### config.mk
export PLATFORM = sky130hd
export DESIGN_NAME = barrel_rotator_left_pipe
export DESIGN_NICKNAME = d
export VERILOG_FILES = /design/src/rtl/barrel_rotator_left_pipe.sv
export SDC_FILE = /design/constraint.sdc
export NUM_CORES = 1
export LEC_CHECK = 0
export CAP_MARGIN = 5
export CORE_ASPECT_RATIO = 0.6
export CORE_UTILIZATION = 57
export DETAILED_ROUTE_END_ITERATION = 10
export PLACE_DENSITY = 0.88
export SYNTH_ARGS = -nofsm -noshare
export SYNTH_HDL_FRONTEND = slang
export SYNTH_SLANG_ARGS = --single-unit
export TNS_END_PERCENT = 20
### constraint.sdc
create_clock -name clk -period 1.9 [get_ports clk]
set_input_delay 0.285 -clock clk [delete_from_list [all_inputs] [get_ports clk]]
set_output_delay 0.285 -clock clk [all_outputs]
set_load 0.05 [all_outputs]
### src/rtl/barrel_rotator_left_pipe.sv
// Pipelined barrel rotator: one registered mux stage per amount bit, valid/ready flow control.
// Define BARREL_ROTATE_DIR_EN to add in_dir_right, a per-word right-rotate select carried with each word.
module barrel_rotator_left_pipe #(
    parameter int WIDTH = 8
) (
    input  logic                     clk,
    input  logic                     reset,
    input  logic                     in_valid,
    output logic                     in_ready,
    input  logic [WIDTH-1:0]         in_data,
    input  logic [$clog2(WIDTH)-1:0] in_amount,
`ifdef BARREL_ROTATE_DIR_EN
    input  logic                     in_dir_right,
`endif
    output logic                     out_valid,
    input  logic                     out_ready,
    output logic [WIDTH-1:0]         out_data
);
    localparam int STAGES = $clog2(WIDTH);

    // Each stage holds its word already rotated by its own power of two;
    // r_amt keeps only the amount bits still to be applied downstream.
    logic              r_valid [STAGES];
    logic [WIDTH-1:0]  r_data  [STAGES];
    logic [STAGES-1:0] r_amt   [STAGES];
    logic              r_dir   [STAGES];
    logic [STAGES-1:0] w_adv;
    logic              w_in_dir;

`ifdef BARREL_ROTATE_DIR_EN
    assign w_in_dir = in_dir_right;
`else
    assign w_in_dir = 1'b0;
`endif

    function automatic logic [WIDTH-1:0] rot_stage(input logic [WIDTH-1:0] d, input int k,
                                                   input logic en, input logic right);
        int sh;
        sh = 1 << k;
        if (!en)
            return d;
        if (right)
            return (d >> sh) | (d << (WIDTH - sh));
        return (d << sh) | (d >> (WIDTH - sh));
    endfunction

    // Advance chain: a stage may load when it is empty or its successor advances.
    always_comb begin
        logic w_chain;
        // NOTE: every always_comb target gets a default first so no path can infer a latch.
        w_adv   = '0;
        w_chain = !r_valid[STAGES-1] || out_ready;
        w_adv[STAGES-1] = w_chain;
        for (int k = STAGES - 2; k >= 0; k--) begin
            w_chain  = !r_valid[k] || w_chain;
            w_adv[k] = w_chain;
        end
    end

    // NOTE: state updates use <= so every stage samples its predecessor's pre-edge value.
    always_ff @(posedge clk) begin
        if (reset) begin
            // NOTE: data/amount registers are cleared too, so out_data reads 0 straight out of reset.
            for (int k = 0; k < STAGES; k++) begin
                r_valid[k] <= 1'b0;
                r_data[k]  <= '0;
                r_amt[k]   <= '0;
                r_dir[k]   <= 1'b0;
            end
        end else begin
            if (w_adv[0]) begin
                r_valid[0] <= in_valid;
                r_data[0]  <= rot_stage(in_data, 0, in_amount[0], w_in_dir);
                r_amt[0]   <= in_amount >> 1;
                r_dir[0]   <= w_in_dir;
            end
            for (int k = 1; k < STAGES; k++) begin
                if (w_adv[k]) begin
                    r_valid[k] <= r_valid[k-1];
                    r_data[k]  <= rot_stage(r_data[k-1], k, r_amt[k-1][0], r_dir[k-1]);
                    r_amt[k]   <= r_amt[k-1] >> 1;
                    r_dir[k]   <= r_dir[k-1];
                end
            end
        end
    end

    assign in_ready  = w_adv[0] && !reset;
    assign out_valid = r_valid[STAGES-1] && !reset;
    assign out_data  = reset ? '0 : r_data[STAGES-1];

endmodule

==> reports/metrics.csv, run 1 <==
stage,metric,value,unit
power_and_ir_drop,p_leak,0.749,nW
drt,routed-via-count,927,
status,status,completed,
critical_path,cp.arrival,1.31,ns
floorplan,core_area,2590,sq um
sta,tightest_slew,0.563,ns
logic_synthesis,netlist_instances,110,
clock_tree,htreeDepth,2,
place,post-place-ws,0.169,ns
place,place_congestion,0.686,
cells_and_area,nNetsFinal,149,
critical_path,r2r_slack,0.52,ns
floorplan,die_area,3070,sq um
clock_tree,clk_pin_slew,0.05,ns
clock_tree,clock_sinks,30,
sta,min_period_over_period,84.2,%
power_and_ir_drop,p_int,0.00108,W
logic_synthesis,yosysTopAreaCell,edfxtp_1,
power_and_ir_drop,power_density,736,nW/um^2
critical_path,crit_fanout,3,
critical_path,crit_type,input port to output pin,
place,hpwl,1.95,mm
clock_tree,clk_latency,0.27,ns
critical_path,cpLargestDelayFamily,buffers and inverters,
global_routing,antenna_found_initial,0,
global_routing,grt_pass1_vias,952,
cells_and_area,final_area,1910,sq um
sta,post-route-min-period,1.60,ns
floorplan,die_w,70.8,um
sta,hold_ws,0.587,ns
logic_synthesis,ys_seq_area_share,55.6,%
cells_and_area,layout-drive-gt1-share,36.8,%
cells_and_area,insertedDiodeCount,0,
logic_synthesis,synth_area_leaders,"edfxtp_1, mux2i_1, nor3_2, nor3b_2, nor2b_1",
sta,hold_violations,0,
power_and_ir_drop,vdd_drop_max,575,uV
clock_tree,cts_root_buf,clkbuf_8,
critical_path,cp_cell_sequence,"clkdlybuf4s50_1, and4b_1, nor2_1, buf_4",
drt,wl_per_cell,17.0,um
hold_path,hold_path.class,flop to flop,
global_routing,grt_max_degree,41,
clock_tree,post_cts_resized,0,
clock_tree,clock_tree.buffer_depth,2,
floorplan,ios,25,
sta,max-slew-margin-rel,62.4,%
drt,first_iter_violations,42,
critical_path,cp_slowest_cell,clkdlybuf4s50_1,
floorplan,die_height,43.3,um
critical_path,worstPathRequired,1.62,ns
critical_path,crit_path_start_kind,input port,
drt,drt_wl_total,2.81,mm
logic_synthesis,yosysTopAreaCellShare,55.6,%
sta,setup_slack,0.300,ns
floorplan,start_util,62.5,%
global_routing,grt_pass1_wl,4.66,mm
drt,first_pass_iters,6,
power_and_ir_drop,p_comb_share,11.8,%
power_and_ir_drop,clkPwrFrac,31.9,%
logic_synthesis,synth_fp_nets,125,
drt,vias_per_cell,5.62,
sta,fin_skew,0.00783,ns
critical_path,crit_path_end_kind,output pin,
place,placed_cell_area,1830,sq um
drt,route.detailed.drc,0,
critical_path,slowest_delay,0.41,ns
sta,setup_viol_count_final,0,
clock_tree,cts_buffers,5,
flow_run,drv_cap,0,
place,place.port_buffers,24,
clock_tree,cts_tree,built,
floorplan,row_count,14,
global_routing,grt_use_total,21.1,%
power_and_ir_drop,power.net_switching,0.000320,W
global_routing,grt_overflow,0,
sta,rsz0062_at_grt,false,
drt,ant_nets,0,
logic_synthesis,ys_seq_elements,30,
logic_synthesis,synth.distinct_cells,15,
cells_and_area,area_growth,17.7,%
sta,drv_slew,0,
logic_synthesis,syn-mean-instance-area,14.7,sq um
logic_synthesis,syn_area,1620,sq um
power_and_ir_drop,p_seq_share,56.3,%
clock_tree,cts.hold.buffers_added,0,
power_and_ir_drop,sw_frac_of_total,22.8,%
sta,fmax,0.625,GHz
critical_path,crit_buf_inv,2,
clock_tree,post_cts_buffers,0,
sta,fin_tns_setup,0,ns
logic_synthesis,yosys_warnings,0,
[registers in the layout, indices dropped and copies added (netlist names)]
register / cells
r_data: 24
r_amt: 3
r_valid: 3
[logic make-up after synthesis]
kind of cell           share of synthesized area (%)
AND/OR/NAND/NOR                                 24.5
flip-flops                                      55.6
multiplexers                                    14.8
buffers and inverters                           5.10
[worst paths after layout]
path	from	to	cells past startpoint
worst max-delay path	out_ready	in_ready	4
worst min-delay path	r_amt[0][1]	r_amt[0][2]	1
worst max register to register	r_valid[0][2]	r_amt[0][2]	2
worst min register to register	r_amt[0][1]	r_amt[0][2]	1
[Yosys cell counts (all sizes together)]
cell type / n
nor3b: 7
mux2i: 24
inv: 1
nor2b: 9
nor3: 24
nand3: 1
nor2: 1
clkbuf: 4
buf: 7
nand2: 1
and4b: 1
edfxtp: 30
[metrics by stage]
| step | power, W | util (%) | cells |
|---|---|---|---|
| floorplan | 0.000908 | - | 110 |
| global placement | 0.000960 | 70.8 | 159 |
| detailed placement | 0.000968 | 70.8 | 159 |
| CTS | 0.00141 | 73.6 | 165 |
| global route | 0.00146 | 73.6 | 165 |
| finish | 0.00140 | 73.6 | 165 |
[cells in the final DEF, fill, tap and decap left out]
cell type        count
inv_1                1
nor2b_1              9
nand3_1              1
nor3b_1              2
mux2i_1             24
clkinv_1             1
nand2_1              1
and4b_1              1
buf_2                1
nor2_1               1
buf_4               13
edfxtp_1            30
clkdlybuf4s50_1     13
nor3_2              24
buf_12               1
clkbuf_8             5
nor3b_2              5
[layer usage]
metal / track usage [%] / routed length (um)
met1: 28.5 / 1320
met2: 33.3 / 1380
met3: 6.41 / 108
met4: 7.20 / 8
met5: 0 / 0
[final cells by class]
class | count | area (sq um)
Clock buffer | 5 | 68.8
Clock inverter | 1 | 3.75
Fill cell | 174 | 686
Inverter | 1 | 3.75
Multi-Input combinational cell | 68 | 637
Sequential cell | 30 | 901
Tap cell | 32 | 40.0
Timing Repair Buffer | 28 | 253
[power groups by stage]
stage / logic [W] / clock network (W) / registers, W
after floorplan: 0.000119 / 0 / 0.000789
after global placement: 0.000160 / 0 / 0.000800
after detailed placement: 0.000166 / 0 / 0.000802
after CTS: 0.000167 / 0.000453 / 0.000789
after global routing: 0.000178 / 0.000485 / 0.000794
final: 0.000166 / 0.000447 / 0.000789
No activity file was read; power rests on OpenSTA's default activity.
==> inputs of run 2 (changes only) <==
CORE_UTILIZATION = 48   (was 57)
PLACE_DENSITY = 0.79   (was 0.88)
clock period = 1.4 ns   (was 1.9 ns; I/O delays follow)
==> run 2 against run 1 <==
  * The run now ends with setup timing left
  * Total power increased by 54%
  * Non-clock buffer count grew 8
  * Wire length decreased by 2.0%
  * Critical endpoint unchanged
  * Design area increased by 7.9%
  * Combinational power is 52% higher
  * Clock-buffer cell count stayed put
  * Sequential cell count did not move
  * Sequential power up 34%
  * Register-to-register slack got worse by 0.44 ns
==> reports/metrics.csv, run 2 (same netlist as run 1, synthesis figures left out) <==
stage,metric,value,unit,change
cells_and_area,area_growth,26.9,%,
clock_tree,clk_latency,0.28,ns,about the same
clock_tree,cts.hold.buffers_added,0,,unchanged
critical_path,worstPathRequired,1.19,ns,-0.43 ns
hold_path,holdPathEnd,r_data[0][11],,
drt,first_iter_violations,79,,+88%
cells_and_area,final_util,67.7,%,-5.9 points
critical_path,worstReg2RegStart,r_valid[0][0],,
sta,post-route-min-period,1.40,ns,
clock_tree,clock_sinks,30,,unchanged
place,hpwl,2.02,mm,+3.6%
power_and_ir_drop,p_leak,0.821,nW,+9.5%
floorplan,die_height,47.0,um,+8.6%
floorplan,start_util,53.3,%,-9.2 points
place,place_congestion,0.733,,+6.7%
critical_path,r2r_end,r_valid[0][1],,
hold_path,hold_start,reset,,
critical_path,crit_path_end_kind,output pin,,
critical_path,crit_path_start_kind,flop,,
global_routing,grt_pass1_wl,4.58,mm,-1.6%
cells_and_area,layout_commonest_cell,edfxtp_1,,
critical_path,cp.arrival,1.19,ns,-0.12 ns
cells_and_area,fillCellCount,236,,+36%
drt,wl_per_cell,14.9,um,-13%
drt,routed-via-count,999,,+7.8%
sta,hold_violations,0,,unchanged
global_routing,grtUsageMet3,5.24,%,-1.2 points
clock_tree,htreeDepth,2,,unchanged
critical_path,crit_fanout,3,,unchanged
power_and_ir_drop,power_density,1050,nW/um^2,+43%
sta,min_period_over_period,100,%,
drt,ant_nets,0,,unchanged
critical_path,r2r_slack,0.08,ns,-0.44 ns
power_and_ir_drop,vdd_drop_max,814,uV,+42%
clock_tree,clock_tree.buffer_depth,2,,unchanged
sta,fin_skew,0.00333,ns,-0.00449 ns
place,place.port_buffers,24,,unchanged
cells_and_area,top_regs,"r_data (24), r_amt (3), r_valid (3)",,
status,status,finished with violations,,
critical_path,rr_worst_depth,4,,+2
sta,fmax,0.713,GHz,
cells_and_area,insertedDiodeCount,0,,unchanged
drt,vias_per_cell,5.40,,-3.9%
sta,tightest_slew,0.344,ns,-0.220 ns
sta,drv_slew,0,,unchanged
cells_and_area,largest_register_ffs,24,,unchanged
floorplan,die_w,77.0,um,+8.7%
cells_and_area,final_cell_mix,"edfxtp_1, mux2i_1, nor3_2, buf_4, clkdlybuf4s50_1",,
drt,drt_wl_total,2.76,mm,-2.0%
global_routing,grt_use_met1,23.4,%,-5.1 points
global_routing,grt_overflow,0,,unchanged
floorplan,ios,25,,unchanged
hold_path,holdPathStages,4,,+3
clock_tree,clk_pin_slew,0.07,ns,+0.02 ns
global_routing,grt_max_degree,25,,-39%
status,violations,setup timing,,
cells_and_area,layout-drive-gt1-share,43.4,%,+6.5 points
critical_path,crit_start,r_valid[0][0],,
floorplan,die_area,3620,sq um,+18%
global_routing,antenna_found_initial,0,,unchanged
sta,rsz0062_at_grt,true,,
sta,max-slew-margin-rel,77.0,%,+15 points
hold_path,hold_path.class,input port to flop,,
critical_path,crit_type,flop to output pin,,
floorplan,row_count,15,,+1
place,post-place-ws,-0.174,ns,-0.343 ns
sta,setup_slack,-0.00242,ns,-0.303 ns
cells_and_area,top_register,r_data,,
global_routing,grt_pass1_vias,1004,,+5.5%
clock_tree,cts_buffers,5,,unchanged
global_routing,busiest_layer,met2,,
cells_and_area,nNetsFinal,157,,+5.4%
drt,first_pass_iters,4,,-2
drt,route.detailed.drc,0,,unchanged
global_routing,grt_use_total,17.9,%,-3.3 points
global_routing,use_met2,28.7,%,-4.5 points
flow_run,drv_cap,0,,unchanged
sta,setup_viol_count_final,1,,+1
clock_tree,cts_tree,built,,
clock_tree,cts_root_buf,clkbuf_8,,
floorplan,core_area,3040,sq um,+17%
[run 2: worst max-delay path by stage]
stage,end,slack (ns),cells after the start
after CTS,in_ready,-0.04,3
after detailed placement,r_valid[0][1],-0.17,4
after floorplan,in_ready,0.07,4
after global routing,in_ready,-0.06,3
final,in_ready,-0.002,3
after global placement,r_data[0][10],-0.13,4
[run 2: timing repair]
action | CTS | global route
resized for setup | 1 | 1
pin swaps | 1 | 1
buffers inserted | 2 | 0
endpoints found under the setup margin | 1 | 1
[run 2: routing by layer]
metal  vias up  routed length (um)
met3         7                 112
met5         -                   0
met4         0                  40
met2        22                1270
li1        472                   -
met1       498                1340
[run 2: where the power goes]
part           internal (W)  switching, W
sequential          0.00104     0.0000209
combinational      0.000123      0.000130
clock              0.000523      0.000325
total               0.00168      0.000476
[run 2: through the flow]
stage / area (sq um) / hold slack (ns) / TNS [ns] / cells / power (W)
finish: 2060 / 0.488 / -0.00242 / 185 / 0.00216
global route: 2060 / 0.512 / -0.0577 / 185 / 0.00224
CTS: 2050 / 0.482 / -0.0400 / 185 / 0.00217
detailed placement: 1930 / 0.569 / -8.15 / 175 / 0.00133
global placement: 1930 / 0.557 / -6.05 / 175 / 0.00132
floorplan: 1630 / 0.449 / 0 / 110 / 0.00123
[run 2: final cells by class]
class                      count  area [sq um]  area share, %
clock inverter                 3          40.0           1.95
inverter                       1          3.75          0.182
multi-input combinational     68           646           31.4
sequential                    30           901           43.8
timing repair buffer          36           345           16.8
tap                           42          52.6           2.55
clock buffer                   5          68.8           3.35
[run 2: critical path: stages (launching register included)]
cell and delay [ns]:
edfxtp_1 0.41, and4b_2 0.26, nor2_4 0.09, buf_8 0.15
==> inputs of run 3 (changes only) <==
CELL_PAD_IN_SITES_DETAIL_PLACEMENT = 1   (was default)
CELL_PAD_IN_SITES_GLOBAL_PLACEMENT = 2   (was default)
CORE_UTILIZATION = 34   (was 48)
==> run 3 against run 2 <==
  * The flow still finishes with violations (setup timing)
  * Sequential cell count unchanged
  * Clock skew increased by 0.0016 ns
  * Final cell count increased by 12%
  * Utilization decreased by 22 points
  * Sequential power about the same
  * Worst hold slack improved by 0.023 ns
  * Via count decreased by 1.4%
  * Critical path depth unchanged
  * Critical endpoint unchanged
  * Sequential share of layout area decreased by 0.13 points
  * Maximum frequency decreased by 3.1%
  * Total power decreased by 8.6%
==> reports/metrics.csv, run 3 (same netlist as run 1, synthesis figures left out) <==
stage,metric,value,unit,change
status,status,finished with violations,,
status,violations,setup timing,,
place,place.port_buffers,24,,unchanged
cells_and_area,insertedDiodeCount,0,,unchanged
drt,wl_per_cell,15.0,um,+0.36%
cells_and_area,final_cell_mix,"edfxtp_1, mux2i_1, nor3_2, buf_4, clkdlybuf4s50_1",,
drt,first_pass_iters,4,,unchanged
cells_and_area,largest_register_ffs,24,,unchanged
clock_tree,clock_sinks,30,,unchanged
global_routing,antenna_found_initial,0,,unchanged
floorplan,die_w,91.1,um,+18%
cells_and_area,top_register,r_data,,
clock_tree,clk_latency,0.28,ns,about the same
critical_path,crit_path_start_kind,flop,,
critical_path,worstPathRequired,1.19,ns,about the same
cells_and_area,fillCellCount,492,,+110%
power_and_ir_drop,power_density,956,nW/um^2,-8.9%
sta,rsz0062_at_grt,true,,
sta,hold_violations,0,,unchanged
power_and_ir_drop,vdd_drop_max,527,uV,-35%
power_and_ir_drop,total_power,0.00197,W,-8.6%
sta,fin_skew,0.00489,ns,+0.00155 ns
critical_path,crit_type,flop to output pin,,
sta,max-slew-margin-rel,75.0,%,-2.1 points
global_routing,grt_pass1_vias,1023,,+1.9%
clock_tree,cts_root_buf,clkbuf_8,,
hold_path,hold_path.class,input port to flop,,
power_and_ir_drop,p_leak,0.812,nW,-1.1%
floorplan,row_count,19,,+4
cells_and_area,layout_commonest_cell,edfxtp_1,,
clock_tree,htreeDepth,2,,unchanged
clock_tree,cts_buffers,5,,unchanged
place,placed_cells,196,,+12%
flow_run,drv_cap,0,,unchanged
cells_and_area,top_regs,"r_data (24), r_amt (3), r_valid (3)",,
place,place_congestion,0.671,,-8.5%
critical_path,crit_path_end_kind,output pin,,
drt,routed-via-count,985,,-1.4%
clock_tree,cts_tree,built,,
global_routing,grt_use_total,14.3,%,-3.6 points
clock_tree,clk_pin_slew,0.06,ns,about the same
sta,fmax,0.691,GHz,-3.1%
floorplan,die_area,5050,sq um,+40%
global_routing,grt_overflow,0,,unchanged
sta,fin_tns_setup,-0.0478,ns,-0.0454 ns
critical_path,cp.arrival,1.24,ns,+0.05 ns
clock_tree,clock_tree.buffer_depth,2,,unchanged
drt,ant_nets,0,,unchanged
place,placed_cell_area,1950,sq um,+1.4%
drt,first_iter_violations,28,,-65%
cells_and_area,fin_cells,207,,+12%
drt,route.detailed.drc,0,,unchanged
drt,drt_wl_total,3.10,mm,+12%
sta,post-route-min-period,1.45,ns,+0.0454 ns
sta,drv_slew,0,,unchanged
global_routing,grt_pass1_wl,5.32,mm,+16%
floorplan,start_util,35.5,%,-18 points
sta,min_period_over_period,103,%,+3.2 points
cells_and_area,layout-drive-gt1-share,42.4,%,-1.0 points
sta,hold_ws,0.511,ns,+0.0230 ns
floorplan,die_height,55.5,um,+18%
global_routing,grt_max_degree,41,,+64%
critical_path,crit_fanout,3,,unchanged
drt,vias_per_cell,4.76,,-12%
sta,setup_viol_count_final,1,,unchanged
floorplan,ios,25,,unchanged
sta,setup_slack,-0.0478,ns,-0.0454 ns
cells_and_area,final_area,2060,sq um,+0.30%
place,hpwl,2.16,mm,+7.3%
cells_and_area,nNetsFinal,158,,+0.64%
clock_tree,cts.hold.buffers_added,0,,unchanged
sta,tightest_slew,0.375,ns,+0.0307 ns
floorplan,core_area,4560,sq um,+50%
cells_and_area,area_growth,27.3,%,
run 3: cell types whose count changed in the layout (fill, tap and decap cells not counted), sizes merged:
| cell | before | now |
|---|---|---|
| buf | 23 | 24 |
| bufinv | 1 | 0 |
| clkbuf | 5 | 6 |
run 3: worst max-delay path, stage by stage, from the launching register on:
cell and delay (ns):
edfxtp_1 0.41, and4b_2 0.30, nor2_4 0.10, buf_8 0.15
run 3: final timing paths:
check             cells past startpoint             to           from  slack, ns
setup reg to reg                      4  r_data[0][16]  r_valid[0][0]       0.01
hold reg to reg                       1    r_amt[0][2]    r_amt[0][1]       0.59
setup / recovery                      3       in_ready  r_valid[0][0]      -0.05
hold / removal                        4  r_data[0][17]          reset       0.51
run 3: cell type report:
| class | instances | area [sq um] | area share [%] |
|---|---|---|---|
| repair buffers | 37 | 353 | 17.1 |
| well taps | 63 | 78.8 | 3.82 |
| clock buffers | 6 | 72.6 | 3.52 |
| flip-flops and latches | 30 | 901 | 43.7 |
| inverters | 1 | 3.75 | 0.182 |
| multi-input cells | 68 | 646 | 31.3 |
| clock inverters | 2 | 8.76 | 0.424 |
run 3: what timing repair did:
action / CTS / global route
setup endpoints to repair: 1 / 10
pin swaps: 1 / 1
resized for setup: 1 / 1
buffers inserted: 2 / 1
run 3: layer usage:
metal	vias up	global-route usage, %	wire length [um]
li1	475	-	-
met1	486	19.1	1450
met2	17	21.0	1460
met3	7	5.23	132
met4	0	6.12	51
met5	-	0	0
run 3: metrics by stage:
step	util, %	worst slack [ns]
3_5_place_dp	42.8	-0.187
4_1_cts	45.0	-0.0703
6_report	45.2	-0.0478
2_1_floorplan	-	0.0746
3_3_place_gp	42.8	-0.128
5_1_grt	45.2	-0.0872
run 3: power breakdown:
part           internal [W]  switching (W)  total, W  leakage, nW
clock network      0.000341       0.000314  0.000655       0.0426
registers           0.00104      0.0000211   0.00106        0.356
logic              0.000127       0.000132  0.000258        0.414
total               0.00151       0.000467   0.00197        0.812
